==> src/rtl/sine_phase_search.sv <==
// Inverts the quarter-wave sine table by binary search over the external ROM.
// Returns the principal phase: quadrant 0 for non-negative samples, quadrant 3 for negative ones.
module sine_phase_search #(
  parameter  int ROM_WIDTH = 8,
  parameter  int ROM_DEPTH = 64,
  localparam int A         = $clog2(ROM_DEPTH),
  localparam int P         = $clog2(4 * ROM_DEPTH)
) (
  input  logic                   clk,
  input  logic                   rst,
  input  logic                   start,
  input  logic [2*ROM_WIDTH-1:0] sample,
  output logic                   busy,
  output logic [A-1:0]           rom_addr,
  input  logic [ROM_WIDTH-1:0]   rom_data,
  output logic                   done,
  output logic [P-1:0]           phase_id,
  output logic                   sat
);

  localparam int W  = ROM_WIDTH;
  localparam int SW = 2 * ROM_WIDTH;
  localparam logic [A-1:0] ONE     = {{(A-1){1'b0}}, 1'b1};
  localparam logic [SW:0]  MAG_MAX = {{(SW+1-W){1'b0}}, {W{1'b1}}};

  typedef enum logic [1:0] {IDLE, ADDR, CMP, DONE} state_t;

  state_t         state, state_next;
  logic [A-1:0]   k, b;
  logic [W-1:0]   mag;
  logic           sign, sat_next;

  logic           accept;
  logic [SW:0]    sample_ext, abs_val;
  logic           clip;
  logic [W-1:0]   mag_in;
  logic [A-1:0]   bit_mask, k_upd;
  logic [P-1:0]   phase_calc;

  // Extra magnitude bit lets the most negative sample invert without overflow.
  assign sample_ext = {sample[SW-1], sample};
  assign abs_val    = sample[SW-1] ? (~sample_ext + 1'b1) : sample_ext;
  assign clip       = abs_val > MAG_MAX;
  assign mag_in     = clip ? {W{1'b1}} : abs_val[W-1:0];

  assign accept     = start && (state == IDLE || state == DONE);
  assign bit_mask   = ONE << b;
  assign k_upd      = (rom_data <= mag) ? (k | bit_mask) : k;
  assign phase_calc = sign ? ({P{1'b1}} - {2'b00, k}) : {2'b00, k};
  assign busy       = (state == ADDR) || (state == CMP);

  always_ff @(posedge clk or negedge rst) begin
    if (!rst) state <= IDLE;
    else      state <= state_next;
  end

  always_comb begin
    state_next = state;
    case (state)
      IDLE:    if (start) state_next = ADDR;
      ADDR:    state_next = CMP;
      CMP:     state_next = (b == '0) ? DONE : ADDR;
      DONE:    state_next = start ? ADDR : IDLE;
      default: state_next = IDLE;
    endcase
  end

  // The probe address is registered on entry to ADDR so the ROM word is ready in CMP.
  always_ff @(posedge clk or negedge rst) begin
    if (!rst) begin
      k        <= '0;
      b        <= '0;
      mag      <= '0;
      sign     <= 1'b0;
      sat_next <= 1'b0;
      rom_addr <= '0;
      done     <= 1'b0;
      phase_id <= '0;
      sat      <= 1'b0;
    end else begin
      done <= (state == DONE);
      if (state == DONE) begin
        phase_id <= phase_calc;
        sat      <= sat_next;
      end
      if (accept) begin
        sign     <= sample[SW-1];
        mag      <= mag_in;
        sat_next <= clip;
        k        <= '0;
        b        <= A'(A - 1);
        rom_addr <= ONE << (A - 1);
      end else if (state == CMP) begin
        k <= k_upd;
        if (b != '0) begin
          b        <= b - 1'b1;
          rom_addr <= k_upd | (bit_mask >> 1);
        end
      end
    end
  end

endmodule

==> config.mk <==
export PLATFORM = sky130hd
export DESIGN_NAME = sine_phase_search
export DESIGN_NICKNAME = d
export VERILOG_FILES = /design/src/rtl/sine_phase_search.sv
export SDC_FILE = /design/constraint.sdc
export NUM_CORES = 1
export LEC_CHECK = 0
export ABC_AREA = 0
export BUFFER_PORTS_ARGS = -buffer_cell sky130_fd_sc_hd__buf_2
export CORE_MARGIN = 5
export CORE_UTILIZATION = 45
export CTS_CLUSTER_SIZE = 40
export DETAILED_ROUTE_END_ITERATION = 16
export PLACE_DENSITY = 0.72
export SYNTH_ARGS = -nofsm -noshare
export SYNTH_HDL_FRONTEND = slang
export SYNTH_SLANG_ARGS = --single-unit
==> constraint.sdc <==
create_clock -name clk -period 2.85 [get_ports clk]
set_clock_uncertainty 0.15 [all_clocks]
set_input_delay 0.57 -clock clk [delete_from_list [all_inputs] [get_ports clk]]
set_output_delay 0.57 -clock clk [all_outputs]
set_load 0.01 [all_outputs]
==> metrics.yaml, run 1 <==
synthesis:
  yosys_warnings: 0
  synth-seq-area-share_pct: 42.1
  synth_cells: 249
  synth_top_area_share_pct: 42.1
  synthAdderAreaFrac_pct: 7.56
  synth-async-reset-ratio_pct: 100
  synth.area.top_cells: "dfrtp_1 42%, ha_1 7.6%, nor2_1 6.2%"
  synth-main-ff-cell: "dfrtp_1"
  synth_common_cells: "39 x dfrtp_1, 38 x nor2_1, 16 x a21oi_1, 15 x inv_1"
  synthSimpleGateAreaFrac_pct: 21.6
  synth_xor_area_share_pct: 6.42
  synth_compound_area_share_pct: 16.0
  syn_area_um2: 2320
  synthMuxAreaShare_pct: 1.83
  ys_types: 44
  synth_top_area_cell: "dfrtp_1"
  synth-edff-count: 0
  syn-num-nets: 290
  yosysMostFrequentCell: "dfrtp_1"
  synth_top_family_by_area: "simple AND/OR/NAND/NOR gates"
  syn-mean-instance-area_um2: 9.31
  ys_ff_latch: 39
floorplan:
  row_count: 26
  start_util_pct: 46.0
  ios: 44
  die_y_um: 81.8
  dieArea_um2: 6690
  dieWidth_um: 81.8
  core_area_um2: 5040
place:
  placedCellCount: 356
  finalWeightedCongestion: 0.860
  portBuffers: 43
  dp_hpwl_um: 3710
sta:
  finalSetupViolations: 0
  fin_crit_ps: 2290
  finalMaxSlewViolations: 0
  rsz0062_at_grt: "false"
  period_share_pct: 80.3
  fin_tns_setup_ps: 0
  tightestPinTransition_ps: 847
  hold_viol: 0
  slew_headroom_pct: 43.6
  fmax_mhz: 437
worst_setup_path:
  endpoint_kind: "flop"
  critPathBufInv: 2
  reg2reg_depth: 7
  cp-start-kind: "flop"
  crit_family: "compound AO/OA/AOI/OAI gates"
  crit_fanout: 10
  critPathKind: "reg -> reg"
  path_depth: 7
  critical_path_required_ps: 2850
  crit_path_frequent_cell: "a2111oi_0"
  crit_slowest_cell: "dfrtp_1"
  worstPathArrival_ps: 2290
  setup.worst_path.start: "state[0]"
  slowest_delay_ps: 440
  r2r_start: "state[0]"
  cp_cell_sequence: "inv_1 -> ha_1 -> a21boi_0 -> buf_4 -> nor2b_1 -> a2111oi_0 -> a2111oi_0"
power:
  leakage_uw: 0.00121
  swShare_pct: 39.9
  clkPwrFrac_pct: 17.1
  power_switching_uw: 861
  pwr-share-comb_pct: 43.1
  powerDensity_nw_per_um2: 799
  irDropWorstVdd_v: 0.000298
  p_int_uw: 1300
  seqPwrFrac_pct: 39.9
routing:
  viasPerCell: 5.39
  ant_nets: 0
  drt_iter0_markers: 145
  vias: 1956
  wire_per_inst_um: 13.6
  drtPass1Iterations: 4
  drt_wl_total_um: 4930
  drc: 0
global_routing:
  grt_pass1_vias: 1794
  grt_max_degree: 40
  grt_overflow: 0
  grt_first_pass_wirelength_um: 8220
  antenna_found_initial: 0
  grt_usage_pct: 15.9
clock_tree:
  postCtsHoldBufs: 0
  clk_root_buffer_cell: "clkbuf_8"
  cts_max_path_buffers: 2
  cts_buffers: 5
  cts_post_setup_buffers_inserted: 0
  clk_pin_slew_worst_paths_ps: 70
  htreeDepth: 2
  ctsResizeCount: 0
  cts_tree: "done"
  clk_latency_ps: 290
  clock_sinks: 39
run:
  drv_cap: 0
finish:
  layout.nets: 334
  nFillCells: 480
  drive_gt1_share_pct: 22.2
  diodes: 0
  syn2layout_area_growth_pct: 16.5
  stdcell_count: 363
run_status:
  outcome: "complete, no violations"
hold_path:
  hp-class: "in -> async"
sequential cells by signal, indices dropped and copies added, names as in the netlist, 2 cells and up:
name	count
rom_addr	6
b	6
state	2
k	6
phase_id	7
mag	8
through the flow:
| stage | power [uW] | instance area (um2) | hold slack, ps | worst slack, ps | util (%) |
|---|---|---|---|---|---|
| after floorplan | 1490 | 2320 | 124 | 690 | - |
| after global placement | 1780 | 2610 | 338 | 381 | 51.8 |
| after detailed placement | 1810 | 2610 | 356 | 281 | 51.8 |
| after CTS | 2180 | 2700 | 274 | 573 | 53.5 |
| after global routing | 2340 | 2700 | 311 | 341 | 53.5 |
| final | 2160 | 2700 | 240 | 562 | 53.5 |
worst paths after layout:
kind                            slack [ps]           to
worst max-delay path                   560  rom_addr[0]
worst min-delay path                   240       mag[4]
worst max register to register         560  rom_addr[0]
worst min register to register         360          sat
max in group asynchronous             1770         k[1]
min in group clk                       360          sat
power groups by stage:
| stage | Combinational [uW] | Clock, uW | Sequential, uW |
|---|---|---|---|
| after floorplan | 631 | 0 | 864 |
| after global placement | 915 | 0 | 868 |
| after detailed placement | 935 | 0 | 873 |
| after CTS | 942 | 380 | 861 |
| after global routing | 1050 | 405 | 886 |
| final | 929 | 368 | 860 |
cell type report:
cell class / count / area, um2 / area share (%)
inverter: 15 / 56.3 / 2.09
clock inverter: 1 / 5.00 / 0.185
multi-input combinational: 184 / 1240 / 45.9
tap: 70 / 87.6 / 3.24
sequential: 39 / 976 / 36.1
timing repair buffer: 48 / 253 / 9.36
clock buffer: 6 / 82.6 / 3.06
cell usage in the layout (no fill, tap or decap), types with 6 or more instances in the layout:
cell	instances
inv_1	15
clkbuf_8	6
o21ai_0	7
nor3_1	10
nand2_1	14
dfrtp_1	39
a22oi_1	7
xnor2_1	13
ha_1	14
nor2_1	38
a21oi_1	16
buf_2	43
nand4_1	7
a31oi_1	6
layer usage:
layer | vias to the layer above | wire length, um | track usage, %
li1 | 982 | - | -
met1 | 911 | 2350 | 21.3
met2 | 57 | 2240 | 25.0
met3 | 6 | 282 | 4.06
met4 | 0 | 56 | 4.98
met5 | - | 0 | 0
cell families (layout without fill, tap and decap cells):
kind of cell | Yosys count | in the layout
buffers and inverters | 26 | 70
muxes | 4 | 4
AOI/OAI and AO/OA | 56 | 56
DFF | 39 | 39
adders and majority gates | 14 | 14
xor gates and xnor gates | 17 | 17
and+or+nand+nor | 93 | 93
Power figures use the tool's default switching activity.
==> inputs of run 2 (changes only) <==
- PLACE_DENSITY: 0.72 -> 0.75
- clock period: 2.85 -> 1.9 ns (I/O delays scaled with it)
==> metrics.yaml, run 2 (synthesis results as in run 1) <==
power:
  irDropWorstVdd_v: 0.000500  # was 0.000298 V
  p_total_uw: 3900  # was 2160 uW
  leakage_uw: 0.00154  # was 0.00121 uW
  powerDensity_nw_per_um2: 1110  # was 799 nW/um2
sta:
  finalMaxSlewViolations: 0  # unchanged
  fmax_mhz: 503
  period_share_pct: 105
  tightestPinTransition_ps: 446  # was 847 ps
  setup_ws_ps: -90.0  # was 562 ps
  hold_viol: 0  # unchanged
  hold_ws_ps: 312  # was 240 ps
  rsz0062_at_grt: "true"  # was false
  fin_crit_ps: 1990
  finalSetupViolations: 19  # was 0
  slew_headroom_pct: 70.3  # was 43.6%
routing:
  ant_nets: 0  # unchanged
  drt_iter0_markers: 174  # was 145
  drt_wl_total_um: 6620  # was 4930 um
  drc: 0  # unchanged
  vias: 2314  # was 1956
  drtPass1Iterations: 4  # unchanged
  wire_per_inst_um: 15.8  # was 13.6 um
  viasPerCell: 5.54  # was 5.39
place:
  dp_hpwl_um: 4300  # was 3710 um
  portBuffers: 43  # unchanged
  finalWeightedCongestion: 0.869  # was 0.860
worst_setup_path:
  cp-start-kind: "input pin"  # was flop
  slowest_delay_ps: 330  # was 440 ps
  cp_cell_sequence: "buf_8 -> nor4_4 -> buf_4 -> a41oi_1 -> xnor2_1 -> nand4_1 -> nor3_4 -> clkbuf_16 -> a22oi_2"  # was inv_1 -> ha_1 -> a21boi_0 -> buf_4 -> nor2b_1 -> a2111oi_0 -> a2111oi_0
  critPathKind: "in -> reg"  # was reg -> reg
  r2r_start: "mag[1]"  # was state[0]
  reg2reg_depth: 10  # was 7
  critical_path_required_ps: 1920  # was 2850 ps
  crit_fanout: 4  # was 10
  crit_family: "simple AND/OR/NAND/NOR gates"  # was compound AO/OA/AOI/OAI gates
  endpoint_kind: "flop"  # unchanged
  worstPathArrival_ps: 2010  # was 2290 ps
  critPathBufInv: 3  # was 2
  path_depth: 9  # was 7
  setup.worst_path.start: "sample[4]"  # was state[0]
  crit_slowest_cell: "nor3_4"  # was dfrtp_1
global_routing:
  grt_usage_pct: 18.8  # was 15.9%
  grt_pass1_vias: 2177  # was 1794
  grt_first_pass_wirelength_um: 9740  # was 8220 um
  grt_overflow: 0  # unchanged
  antenna_found_initial: 0  # unchanged
  grt_max_degree: 23  # was 40
finish:
  largest_register_ffs: 8  # unchanged
  top_register: "mag"  # unchanged
  layout_common_cells: "51 x buf_4, 41 x buf_2, 39 x dfrtp_1, 37 x nor2_1"  # was 43 x buf_2, 39 x dfrtp_1, 38 x nor2_1, 16 x a21oi_1, 15 x inv_1
  layout.nets: 389  # was 334
  syn2layout_area_growth_pct: 51.7  # was 16.5%
  final_common_cell: "buf_4"  # was buf_2
  diodes: 0  # unchanged
  drive_gt1_share_pct: 46.8  # was 22.2%
  top_regs: "mag x8, phase_id x7"  # unchanged
clock_tree:
  clk_latency_ps: 290  # about the same
  cts_max_path_buffers: 2  # unchanged
  clock_sinks: 39  # unchanged
  cts_buffers: 5  # unchanged
  clk_root_buffer_cell: "clkbuf_8"  # unchanged
  clk_pin_slew_worst_paths_ps: 70  # about the same
  cts_tree: "done"  # unchanged
  htreeDepth: 2  # unchanged
hold_path:
  min_delay_path_depth: 4
  min-delay-start: "sample[0]"
  hp-class: "in -> reg"  # was in -> async
run_status:
  outcome: "finished, violations left"  # was complete, no violations
  violations: "negative setup slack"
floorplan:
  die_y_um: 81.8  # unchanged
  row_count: 26  # unchanged
  start_util_pct: 46.0  # unchanged
  dieArea_um2: 6690  # unchanged
  dieWidth_um: 81.8  # unchanged
  core_area_um2: 5040  # unchanged
  ios: 44  # unchanged
run:
  drv_cap: 0  # unchanged
[run 2: changes by cell type in the layout (fill, tap and decap cells not counted), moves of 5 or more]
cell	previous run	this run
nor3_1	10	4
a22oi_1	7	0
buf_4	5	51
buf_6	0	6
ha_1	14	9
a22oi_2	0	7
[run 2: routing by layer]
metal,global-route usage (%),wire [um],vias up
met5,0,0,-
met4,8.14,150,0
met3,3.62,422,14
met2,31.1,3330,87
met1,23.9,2720,1115
li1,-,-,1098
[run 2: worst paths after layout]
| kind | to | slack (ps) |
|---|---|---|
| max in group asynchronous | done | 730 |
| setup reg to reg | rom_addr[2] | -70 |
| hold reg to reg | sat | 360 |
| setup / recovery | mag[5] | -90 |
| min in group asynchronous | mag[5] | 410 |
| hold / removal | mag[0] | 310 |
[run 2: layout make-up]
type | instances | area [um2]
flip-flops and latches | 39 | 976
clock inverters | 1 | 5.00
clock buffers | 6 | 82.6
well taps | 70 | 87.6
repair buffers | 103 | 746
fillers | 359 | 1530
multi-input cells | 184 | 1560
inverters | 15 | 56.3
[run 2: through the flow]
stage / util (%) / worst slack (ps) / cell area (um2) / setup TNS, ps / cells
finish: 69.8 / -90.0 / 3520 / -963 / 418
global route: 69.8 / -154 / 3520 / -2520 / 418
CTS: 64.0 / -65.8 / 3230 / -435 / 414
detailed placement: 59.1 / -359 / 2980 / -5500 / 403
global placement: 59.1 / -295 / 2980 / -4600 / 403
floorplan: - / -93.8 / 2330 / -852 / 249
[run 2: worst register-to-register path: stages (launching register included)]
cell and delay (ps):
dfrtp_1 370, inv_2 80, ha_4 200, nor2b_1 120
o211ai_1 190, a21oi_2 90, o22ai_2 160, buf_6 200
buf_6 120, nand2_2 50, o22ai_1 160
[run 2: repair_timing]
item / 4_1_cts / 5_1_grt
pin swaps: 12 / 17
endpoints found under the setup margin: 20 / 24
gates cloned: 0 / 1
hold buffers: 1 / 0
resized for setup: 21 / 46
endpoints found under the hold margin: 17 / 0
setup buffers: 3 / 3
[run 2: power by group]
part / switching, uW / internal (uW) / total [uW]
Combinational: 1130 / 935 / 2070
Clock: 275 / 284 / 560
Sequential: 199 / 1070 / 1270
Total: 1610 / 2290 / 3900
==> inputs of run 3 (changes only) <==
- SETUP_SLACK_MARGIN: unset -> 0.2
==> metrics.yaml, run 3 (synthesis results as in run 1) <==
power:
  leakage_uw: 0.00160  # was 0.00154 uW
  powerDensity_nw_per_um2: 1200  # was 1110 nW/um2
  p_total_uw: 4400  # was 3900 uW
  irDropWorstVdd_v: 0.000625  # was 0.000500 V
finish:
  layout_common_cells: "57 x buf_4, 40 x buf_2, 36 x dfrtp_1, 34 x nor2_1, 14 x a21oi_1"  # was 51 x buf_4, 41 x buf_2, 39 x dfrtp_1, 37 x nor2_1
  largest_register_ffs: 8  # unchanged
  syn2layout_area_growth_pct: 57.7  # was 51.7%
  top_regs: "mag x8, phase_id x7"  # unchanged
  final_common_cell: "buf_4"  # unchanged
  drive_gt1_share_pct: 50.6  # was 46.8%
  diodes: 0  # unchanged
  top_register: "mag"  # unchanged
  nFillCells: 331  # was 359
  layout.nets: 398  # was 389
clock_tree:
  clk_root_buffer_cell: "clkbuf_8"  # unchanged
  cts_tree: "done"  # unchanged
  clk_latency_ps: 300  # was 290 ps
  htreeDepth: 2  # unchanged
  clk_pin_slew_worst_paths_ps: 80  # was 70 ps
  cts_buffers: 5  # unchanged
  cts_max_path_buffers: 2  # unchanged
  clock_sinks: 39  # unchanged
run:
  drv_cap: 0  # unchanged
routing:
  drc: 0  # unchanged
  viasPerCell: 5.66  # was 5.54
  drtPass1Iterations: 4  # unchanged
  vias: 2421  # was 2314
  drt_wl_total_um: 7310  # was 6620 um
  wire_per_inst_um: 17.1  # was 15.8 um
  drt_iter0_markers: 200  # was 174
  ant_nets: 0  # unchanged
worst_setup_path:
  cp-start-kind: "flop"  # was input pin
  setup.worst_path.start: "mag[1]"  # was sample[4]
  ff2ff_setup_slack_ps: -170  # was -70 ps
  reg2reg_depth: 9  # was 10
  r2r_start: "mag[1]"  # unchanged
  r2r-end: "rom_addr[4]"  # was rom_addr[2]
  critical_path_required_ps: 1940  # was 1920 ps
  worstPathArrival_ps: 2110  # was 2010 ps
  crit_fanout: 5  # was 4
  critPathKind: "reg -> reg"  # was in -> reg
  endpoint_kind: "flop"  # unchanged
  critPathCapture: "rom_addr[4]"  # was mag[5]
place:
  portBuffers: 43  # unchanged
  finalWeightedCongestion: 0.865  # was 0.869
  dp_hpwl_um: 4260  # was 4300 um
sta:
  rsz0062_at_grt: "true"  # unchanged
  fmax_mhz: 482  # was 503 MHz
  hold_viol: 0  # unchanged
  slew_headroom_pct: 68.3  # was 70.3%
  tightestPinTransition_ps: 475  # was 446 ps
  hold_ws_ps: 313  # was 312 ps
  period_share_pct: 109  # was 105%
  finalMaxSlewViolations: 0  # unchanged
  setup_ws_ps: -174  # was -90.0 ps
  fin_crit_ps: 2070  # was 1990 ps
  finalSetupViolations: 11  # was 19
global_routing:
  grt_pass1_vias: 2262  # was 2177
  grt_usage_pct: 20.3  # was 18.8%
  antenna_found_initial: 0  # unchanged
  grt_overflow: 0  # unchanged
  grt_max_degree: 40  # was 23
  grt_first_pass_wirelength_um: 10400  # was 9740 um
floorplan:
  die_y_um: 81.8  # unchanged
  start_util_pct: 46.0  # unchanged
  core_area_um2: 5040  # unchanged
  ios: 44  # unchanged
  row_count: 26  # unchanged
  dieWidth_um: 81.8  # unchanged
  dieArea_um2: 6690  # unchanged
run_status:
  violations: "negative setup slack"  # unchanged
  outcome: "finished, violations left"  # unchanged
hold_path:
  hp-class: "in -> reg"  # unchanged
==> run 3: changes by cell type in the layout (fill, tap and decap cells not counted), moves of 3 or more <==
cell | previous run | this run
buf_6 | 6 | 13
buf_4 | 51 | 57
dfrtp_1 | 39 | 36
dfrtp_2 | 0 | 3
nor2_1 | 37 | 34
nor3_2 | 5 | 2
==> run 3: layout make-up <==
type / count / area, um2 / share of cell area [%]
timing repair buffer: 112 / 800 / 21.9
clock inverter: 2 / 35.0 / 0.958
sequential: 39 / 980 / 26.8
tap: 70 / 87.6 / 2.39
multi-input combinational: 184 / 1620 / 44.2
inverter: 15 / 56.3 / 1.54
clock buffer: 6 / 82.6 / 2.26
==> run 3: critical path: stages, from the launching register on <==
cell	delay (ps)
dfrtp_1	360
inv_2	60
ha_4	270
nor2b_4	120
o211ai_1	120
a21oi_2	200
o22ai_4	130
buf_4	180
a2111oi_4	290
nor2_1	70
==> run 3: through the flow <==
stage               worst slack [ps]  utilization, %  setup TNS [ps]  instances  cell area [um2]
floorplan                      -93.8               -            -803        249             2440
global placement                -266            60.3           -3660        400             3040
detailed placement              -346            60.3           -4630        400             3040
CTS                            -74.0            68.4            -256        419             3450
global route                    -282            72.5           -2820        428             3660
finish                          -174            72.5            -914        428             3660
==> run 3: worst min-delay path by stage <==
stage / from / end / slack (ps) / cells past startpoint
global placement: rst / mag[5] / 300 / 2
CTS: sample[0] / mag[0] / 300 / 4
finish: sample[0] / mag[0] / 310 / 4
global route: sample[0] / mag[0] / 320 / 4
floorplan: rst / b[0] / -70 / 0
detailed placement: rst / mag[5] / 310 / 2
==> run 3: report_power, final <==
group | internal [uW] | total, uW | switching [uW]
registers | 1070 | 1270 | 200
clock network | 425 | 724 | 299
logic | 1130 | 2410 | 1280
==> run 3: per-layer routing <==
layer  wire [um]  track usage [%]  vias up
li1            -                -     1119
met3         384             3.18       13
met2        3810             36.8       98
met5           0                0        -
met4         147             7.48        0
met1        2970             24.2     1191
==> run 3: what timing repair did <==
action                                  4_1_cts  5_1_grt
setup buffers                                 9        9
endpoints found under the setup margin       25       26
resized for setup                            42       27
cloned                                        1        0
hold buffers                                  1        0
pin swaps                                    18       22
hold endpoints to repair                     39        0
